### src/rtl/mux_channel_scanner_if.sv
// Sample output stream of the channel scanner: sampled mux value plus its
// channel tag, transferred on valid && ready at the rising clock edge.
interface mux_channel_scanner_if;
    logic [3:0] data;
    logic [1:0] ch;
    logic       valid;
    logic       ready;

    // Scanner side: produces data/ch/valid, observes ready.
    modport master (
        output data,
        output ch,
        output valid,
        input  ready
    );

    // Consumer side: observes data/ch/valid, drives ready.
    modport slave (
        input  data,
        input  ch,
        input  valid,
        output ready
    );
endinterface

### src/rtl/mux_channel_scanner.sv
// Round-robin sequencer for an external 4-bit 4-to-1 mux: drives the select
// lines over the enabled channels, waits DWELL cycles for the mux output to
// settle, samples it and offers the sample with its channel tag downstream.
module mux_channel_scanner #(
    parameter int unsigned DWELL = 2    // settle cycles, legal range 1..15
) (
    input  logic                          clk,
    input  logic                          rst_n,
    input  logic                          en,
    input  logic [3:0]                    ch_mask,
    input  logic [3:0]                    mux_out,
    output logic                          s0,
    output logic                          s1,
    mux_channel_scanner_if.master         out
);

    localparam logic [3:0] CNT_LAST = 4'(DWELL - 1);

    typedef enum logic [1:0] {
        IDLE   = 2'd0,
        SETTLE = 2'd1,
        HOLD   = 2'd2
    } state_t;

    state_t     state;
    state_t     state_nxt;
    logic [3:0] cnt;
    logic [1:0] last_ch;
    logic [1:0] next_ch;

    logic       load_sel;
    logic       cnt_inc;
    logic       take_sample;
    logic       release_out;

    // Next channel: first enabled channel after last_ch, wrapping, with
    // last_ch itself tried last. Walking offsets high-to-low lets the
    // smallest offset overwrite and win.
    always_comb begin
        logic [1:0] cand;
        next_ch = last_ch;
        cand    = last_ch;
        for (int unsigned i = 4; i >= 1; i--) begin
            cand = last_ch + 2'(i);
            if (ch_mask[cand]) begin
                next_ch = cand;
            end
        end
    end

    // State register.
    always_ff @(posedge clk or negedge rst_n) begin
        if (!rst_n) begin
            state <= IDLE;
        end else begin
            state <= state_nxt;
        end
    end

    // Next-state and datapath strobes; an en drop in SETTLE wins over sampling.
    always_comb begin
        state_nxt   = state;
        load_sel    = 1'b0;
        cnt_inc     = 1'b0;
        take_sample = 1'b0;
        release_out = 1'b0;
        unique case (state)
            IDLE: begin
                if (en && (ch_mask != '0)) begin
                    load_sel  = 1'b1;
                    state_nxt = SETTLE;
                end
            end
            SETTLE: begin
                if (!en) begin
                    state_nxt = IDLE;
                end else if (cnt == CNT_LAST) begin
                    take_sample = 1'b1;
                    state_nxt   = HOLD;
                end else begin
                    cnt_inc = 1'b1;
                end
            end
            HOLD: begin
                if (out.ready) begin
                    release_out = 1'b1;
                    state_nxt   = IDLE;
                end
            end
            default: begin
                state_nxt = IDLE;
            end
        endcase
    end

    // Select lines and scan position; selects hold their value while idle.
    always_ff @(posedge clk or negedge rst_n) begin
        if (!rst_n) begin
            s0      <= 1'b0;
            s1      <= 1'b0;
            last_ch <= 2'd3;
        end else if (load_sel) begin
            {s1, s0} <= next_ch;
            last_ch  <= next_ch;
        end
    end

    // Settle counter, restarted whenever a new channel is selected.
    always_ff @(posedge clk or negedge rst_n) begin
        if (!rst_n) begin
            cnt <= '0;
        end else if (load_sel) begin
            cnt <= '0;
        end else if (cnt_inc) begin
            cnt <= cnt + 4'd1;
        end
    end

    // Output sample register: captured at end of settle, held until accepted.
    always_ff @(posedge clk or negedge rst_n) begin
        if (!rst_n) begin
            out.data  <= '0;
            out.ch    <= '0;
            out.valid <= 1'b0;
        end else if (take_sample) begin
            out.data  <= mux_out;
            out.ch    <= {s1, s0};
            out.valid <= 1'b1;
        end else if (release_out) begin
            out.valid <= 1'b0;
        end
    end

endmodule

### src/flat_wrapper.sv
// flat-port wrapper written by rule: the top's interface ports become plain ports
module mux_channel_scanner_flat 
#(
    parameter int unsigned DWELL = 2                                       
)
  (clk, rst_n, en, ch_mask, mux_out, s0, s1, out_data, out_ch, out_valid, out_ready);
  mux_channel_scanner_if out_i ();
  input  logic clk;
  input  logic rst_n;
  input  logic en;
  input  logic [3:0] ch_mask;
  input  logic [3:0] mux_out;
  output logic s0;
  output logic s1;
  output wire logic [$bits(out_i.data)-1:0] out_data;
  output wire logic [$bits(out_i.ch)-1:0] out_ch;
  output wire logic [$bits(out_i.valid)-1:0] out_valid;
  input wire logic [$bits(out_i.ready)-1:0] out_ready;
  assign out_data = out_i.data;
  assign out_ch = out_i.ch;
  assign out_valid = out_i.valid;
  assign out_i.ready = out_ready;
  mux_channel_scanner #(.DWELL(DWELL)) u_core (.clk(clk), .rst_n(rst_n), .en(en), .ch_mask(ch_mask), .mux_out(mux_out), .s0(s0), .s1(s1), .out(out_i));
endmodule
### config.mk
export PLATFORM = sky130hd
export DESIGN_NAME = mux_channel_scanner_flat
export DESIGN_NICKNAME = d
export VERILOG_FILES = /design/src/rtl/mux_channel_scanner_if.sv /design/src/rtl/mux_channel_scanner.sv /design/src/flat_wrapper.sv
export SDC_FILE = /design/constraint.sdc
export NUM_CORES = 1
export LEC_CHECK = 0
export BUFFER_PORTS_ARGS = -buffer_cell sky130_fd_sc_hd__buf_2
export CAP_MARGIN = 20
export CORE_UTILIZATION = 48
export CTS_BUF_LIST = sky130_fd_sc_hd__clkbuf_4
export DETAILED_ROUTE_END_ITERATION = 8
export HOLD_SLACK_MARGIN = 0.08
export PLACE_DENSITY = 0.76
export SETUP_SLACK_MARGIN = 0.05
export SLEW_MARGIN = 20
export SYNTH_ARGS = -nofsm -noshare
export SYNTH_HDL_FRONTEND = slang
export SYNTH_SLANG_ARGS = --single-unit
### constraint.sdc
create_clock -name clk -period 1.63 [get_ports clk]
set_clock_uncertainty 0.05 [all_clocks]
set_input_delay 0.326 -clock clk [delete_from_list [all_inputs] [get_ports clk]]
set_output_delay 0.326 -clock clk [all_outputs]
set_load 0.02 [all_outputs]
======== After elaboration in Yosys (flattened, before gate mapping) ========
Cells that the tools add are included.
word-level totals
  bits in read-only memories .............. 0
  memories ................................ 0
  bits in latches ......................... 0
  word-level logic and storage cells ...... 55
  input bits .............................. 12
  output and inout bits ................... 9
  memory bits (writable) .................. 0
  flip-flop bits (word level) ............. 17
cells by class
  $mul .................................... 0
  multiplexer cells ....................... 28
  eq/ne operators ......................... 6
  reduce and logical (&&, ||, !) cells .... 6
  shifts and indexed selects .............. 0
  bitwise gates (word level) .............. 0
  $add $sub $neg .......................... 4
  $lt $le $gt $ge ......................... 3
  divide/modulo/power cells ............... 0
operators with widths
  kind                   number
  $mux W1                15
  $mux W2                7
  $lt A2 B3 Y1 const B   3
  $mux W4                2
  $bmux W1 S2            3
  $pmux W2 S3            1
  $add A2 B2 Y2 const B  2
  $add A4 B1 Y4 const B  1
  $eq A4 B1 Y1 const B   1
  $reduce_bool A2 Y1     2
  $reduce_bool A4 Y1     1
  $ne A3 B2 Y1 const B   1
  $reduce_and A3 Y1      1
  $add A2 B1 Y2 const B  1
  $eq A2 B1 Y1 const B   1
  $eq A2 B2 Y1 const B   1
  $logic_not A2 Y1       1
  $ne A2 B1 Y1 const B   1
  $ne A2 B2 Y1 const B   1
  $logic_and A1 B1 Y1    1

======== Depth between registers and ports, before layout ========
  depth after elaboration ................. 6
  gate-level depth with buffers ........... 6
  depth with buffers taken out ............ 6

======== Worst setup path before layout ========
OpenSTA, ideal clock, no wires.
  path type ............................... register to register
  from .................................... register u_core.cnt[1]
  to ...................................... register u_core.out.data[0]
  data arrival time ....................... 1.532 ns
  library setup time ...................... 0.125 ns
  data required time ...................... 1.455 ns
  path buffers ............................ 0
  cell stages (with the launch flop) ...... 6
  clock period less this slack ............ 1.706 ns
  path slack .............................. -0.076 ns
  cells stage by stage .................... dfrtp_1 inv_1 ha_1 or3b_4 nor2_2 mux2_2
on the way
  cells in the longest elaborated chain, start to end .. 4
ends and longest elaborated chain
  element                 RTL line                      text
  from (decl)             mux_channel_scanner.sv:27     logic [3:0] cnt;
  from (signal assigned)  mux_channel_scanner.sv:115    cnt <= cnt + 4'd1;
  $eq A4 B1 Y1            mux_channel_scanner.sv:77     end else if (cnt == CNT_LAST) begin
  $mux W1                 mux_channel_scanner.sv:77
  $mux W1                 mux_channel_scanner.sv:75     if (!en) begin
  $mux W1                 mux_channel_scanner.sv:67     unique case (state)
  to (signal assigned)    mux_channel_scanner.sv:126    out.data <= mux_out;
  to (decl)               mux_channel_scanner_if.sv:11  output data,
Every way passes these cells.
A chain may end at the register's enable or synchronous reset.

======== Worst setup path after layout ========
  from .................................... register u_core.cnt[1]
  to ...................................... register u_core.out.data[3]
Same word-level chain as after synthesis.

==> out/qor.yml <==
drv_slew: 0
drc: 2
synth_top_family_by_area: "simple AND/OR/NAND/NOR gates"
cp_max_fo: 7
dieArea_um2: 1880
start_util_pct: 52.6
synth_simple_gate_area_share_pct: 15.2
min_path_type: "primary input to register"
core_area_um2: 1560
syn_avg_cell_area_um2: 11.7
async_reset_ff_share_pct: 100
yosys.area.top_type_share_pct: 45.7
worstPathRequired_ns: 1.76
fp.dieW_um: 43.4
pre_cts_ws_ns: -0.0958
vdd_drop_max_uv: 996
overflow: 0
via_count: 663
synth-seq-cells: 17
final_nets: 119
hold_ws_ns: 0.184
synthMuxAreaShare_pct: 10.1
drive_gt1_share_pct: 48.1
insertion_delay_ns: 0.29
avgRoutedWirePerCell_um: 14.4
violations: "design-rule violations, negative setup slack"
vias_per_cell: 5.53
clkSinkCount: 17
numPlacedInstances: 111
power_density_nw_per_um2: 1770
leakage_nw: 0.531
drv_cap: 0
syn-num-nets: 84
period_needed_ns: 1.75
clock_path_buffers: 2
endpoint_kind: "register"
ys_seq_area_share_pct: 52.1
netlist_instances: 70
cts_buffers: 3
synthesis.area_um2: 821
synth-warning-count: 0
post-dp-hpwl_um: 1180
synth_cell_types: 31
place_congestion: 0.829
track_usage_pct: 19.6
grt_max_degree: 18
synth_flop_cell: "dfrtp_1"
wirelength_um: 1730
grt_pass1_wl_um: 2610
io_buffers: 20
synth_compound_area_share_pct: 14.5
setup_viol: 7
synth_edf_count: 0
synthAdderAreaFrac_pct: 3.05
slew_headroom_pct: 73.7
worst_pin_slew_ns: 0.393
ant_nets: 0
worst_setup_path_start_kind: "register"
die_h_um: 43.4
crit_type: "register to register"
fmax_ghz: 0.571
diodes: 0
fill_cells: 108
finalCritPeriodShare_pct: 107
ios: 21
synth-xor-area-share_pct: 3.20
cts_tree: "yes"
root_buffer: "clkbuf_4"
ys_top_cells_by_area: "dfrtp_1 (46%), mux2_2 (8.2%), dfstp_2 (6.4%), ha_1 (3.0%), a21o_1 (2.7%)"
antenna_found_initial: 0
first_global_vias: 587
layoutNonFillerInstCount: 120
areaGrowthSynthToFinish_pct: 31.9
first_pass_iters: 6
fin_ws_ns: -0.120
dr.first_iter.drc_count: 8
h-tree-depth: 1
worstPathArrival_ns: 1.88
rows: 14
rsz0062_at_grt: "true"
path_clk_slew_ns: 0.10
hold_violations: 0
status: "finished, violations left"
yosys.area.top_type: "dfrtp_1"
[layout make-up]
type                    instances  area (um2)  area share, %
clock buffers                   3        22.5           2.08
clock inverters                 1        5.00          0.462
well taps                      16        20.0           1.85
flip-flops and latches         17         428           39.5
inverters                       4        15.0           1.39
multi-input cells              49         410           37.9
repair buffers                 30         181           16.8
[routing by layer]
| metal | up-vias | GRT usage [%] | share of wire [%] |
|---|---|---|---|
| met3 | 6 | 2.50 | 2.4 |
| met5 | - | 0 | 0 |
| met1 | 319 | 24.5 | 47 |
| li1 | 324 | - | - |
| met2 | 14 | 31.8 | 47 |
| met4 | 0 | 13.1 | 2.8 |
[worst max-delay path: stages, from the launching register on]
cell	delay [ns]
dfrtp_1	0.40
inv_2	0.09
ha_4	0.13
or3b_4	0.40
nor2_4	0.21
mux2_2	0.37
[Yosys cell counts (2+ instances only)]
cell type	n
nor2_1	6
nand2b_1	3
nand3_1	2
nor2_2	2
dfrtp_1	15
nand2_1	2
dfstp_2	2
a21o_1	3
ha_1	2
o21ai_0	2
mux2_2	6
o32ai_1	2
xor2_1	2
inv_1	4
[through the flow]
step / util, % / TNS, ns / area, um2 / power (W)
after floorplan: - / -0.0281 / 826 / 0.00126
after global placement: 63.1 / -0.181 / 983 / 0.00151
after detailed placement: 63.1 / -0.504 / 983 / 0.00154
after CTS: 68.0 / -0.496 / 1060 / 0.00185
after global routing: 69.4 / -0.997 / 1080 / 0.00203
final: 69.4 / -0.627 / 1080 / 0.00191
[what timing repair did]
action / 4_1_cts / 5_1_grt
buffers inserted: 2 / 2
setup endpoints to repair: 7 / 9
gates resized for setup: 5 / 2
pin swaps: 1 / 1
endpoints found under the hold margin: 15 / 0
hold buffers: 1 / 0
[registers in the layout, indices dropped and copies added (netlist names)]
signal            flops
u_core.s1             1
u_core.s0             1
u_core.out.valid      1
u_core.cnt            4
u_core.last_ch        2
u_core.state          2
u_core.out.ch         2
u_core.out.data       4
[path summary, 6_finish.rpt]
| kind | start | end | slack [ns] | cells after the start |
|---|---|---|---|---|
| max in group asynchronous | rst_n | u_core.last_ch[1] | 0.79 | 2 |
| worst min register to register | u_core.out.valid | u_core.out.valid | 0.45 | 1 |
| worst max register to register | u_core.cnt[1] | u_core.out.data[3] | -0.12 | 5 |
| worst min-delay path | out_ready | u_core.state[1] | 0.18 | 2 |
| worst max-delay path | u_core.cnt[1] | u_core.out.data[3] | -0.12 | 5 |
| min in group asynchronous | rst_n | u_core.state[1] | 0.43 | 2 |
[cell families (layout without fill, tap and decap cells)]
family                   after synthesis  in the layout
adder cells (fa/ha/maj)                2              2
XOR/XNOR                               3              3
AO/OA/AOI/OAI                         15             15
buffers and inverters                  4             38
AND/OR/NAND/NOR                       22             22
multiplexers                           7              7
flip-flops                            17             17
[layout by cell type (no fill, tap or decap), drive strengths merged, types with 2 or more instances in the layout]
cell type	synthesis	routed
nand2b	3	3
dfrtp	15	15
ha	2	2
mux2	7	7
a21o	3	3
xor2	2	2
nor2	8	8
nand3	2	2
dfstp	2	2
o32ai	2	2
o21ai	2	2
inv	4	4
buf	0	29
clkbuf	0	3
nand2	2	2
[where the power goes]
group          internal, W  switching, W
Sequential        0.000615      0.000144
Clock            0.0000912      0.000135
Combinational     0.000475      0.000452
Power figures use the tool's default switching activity.
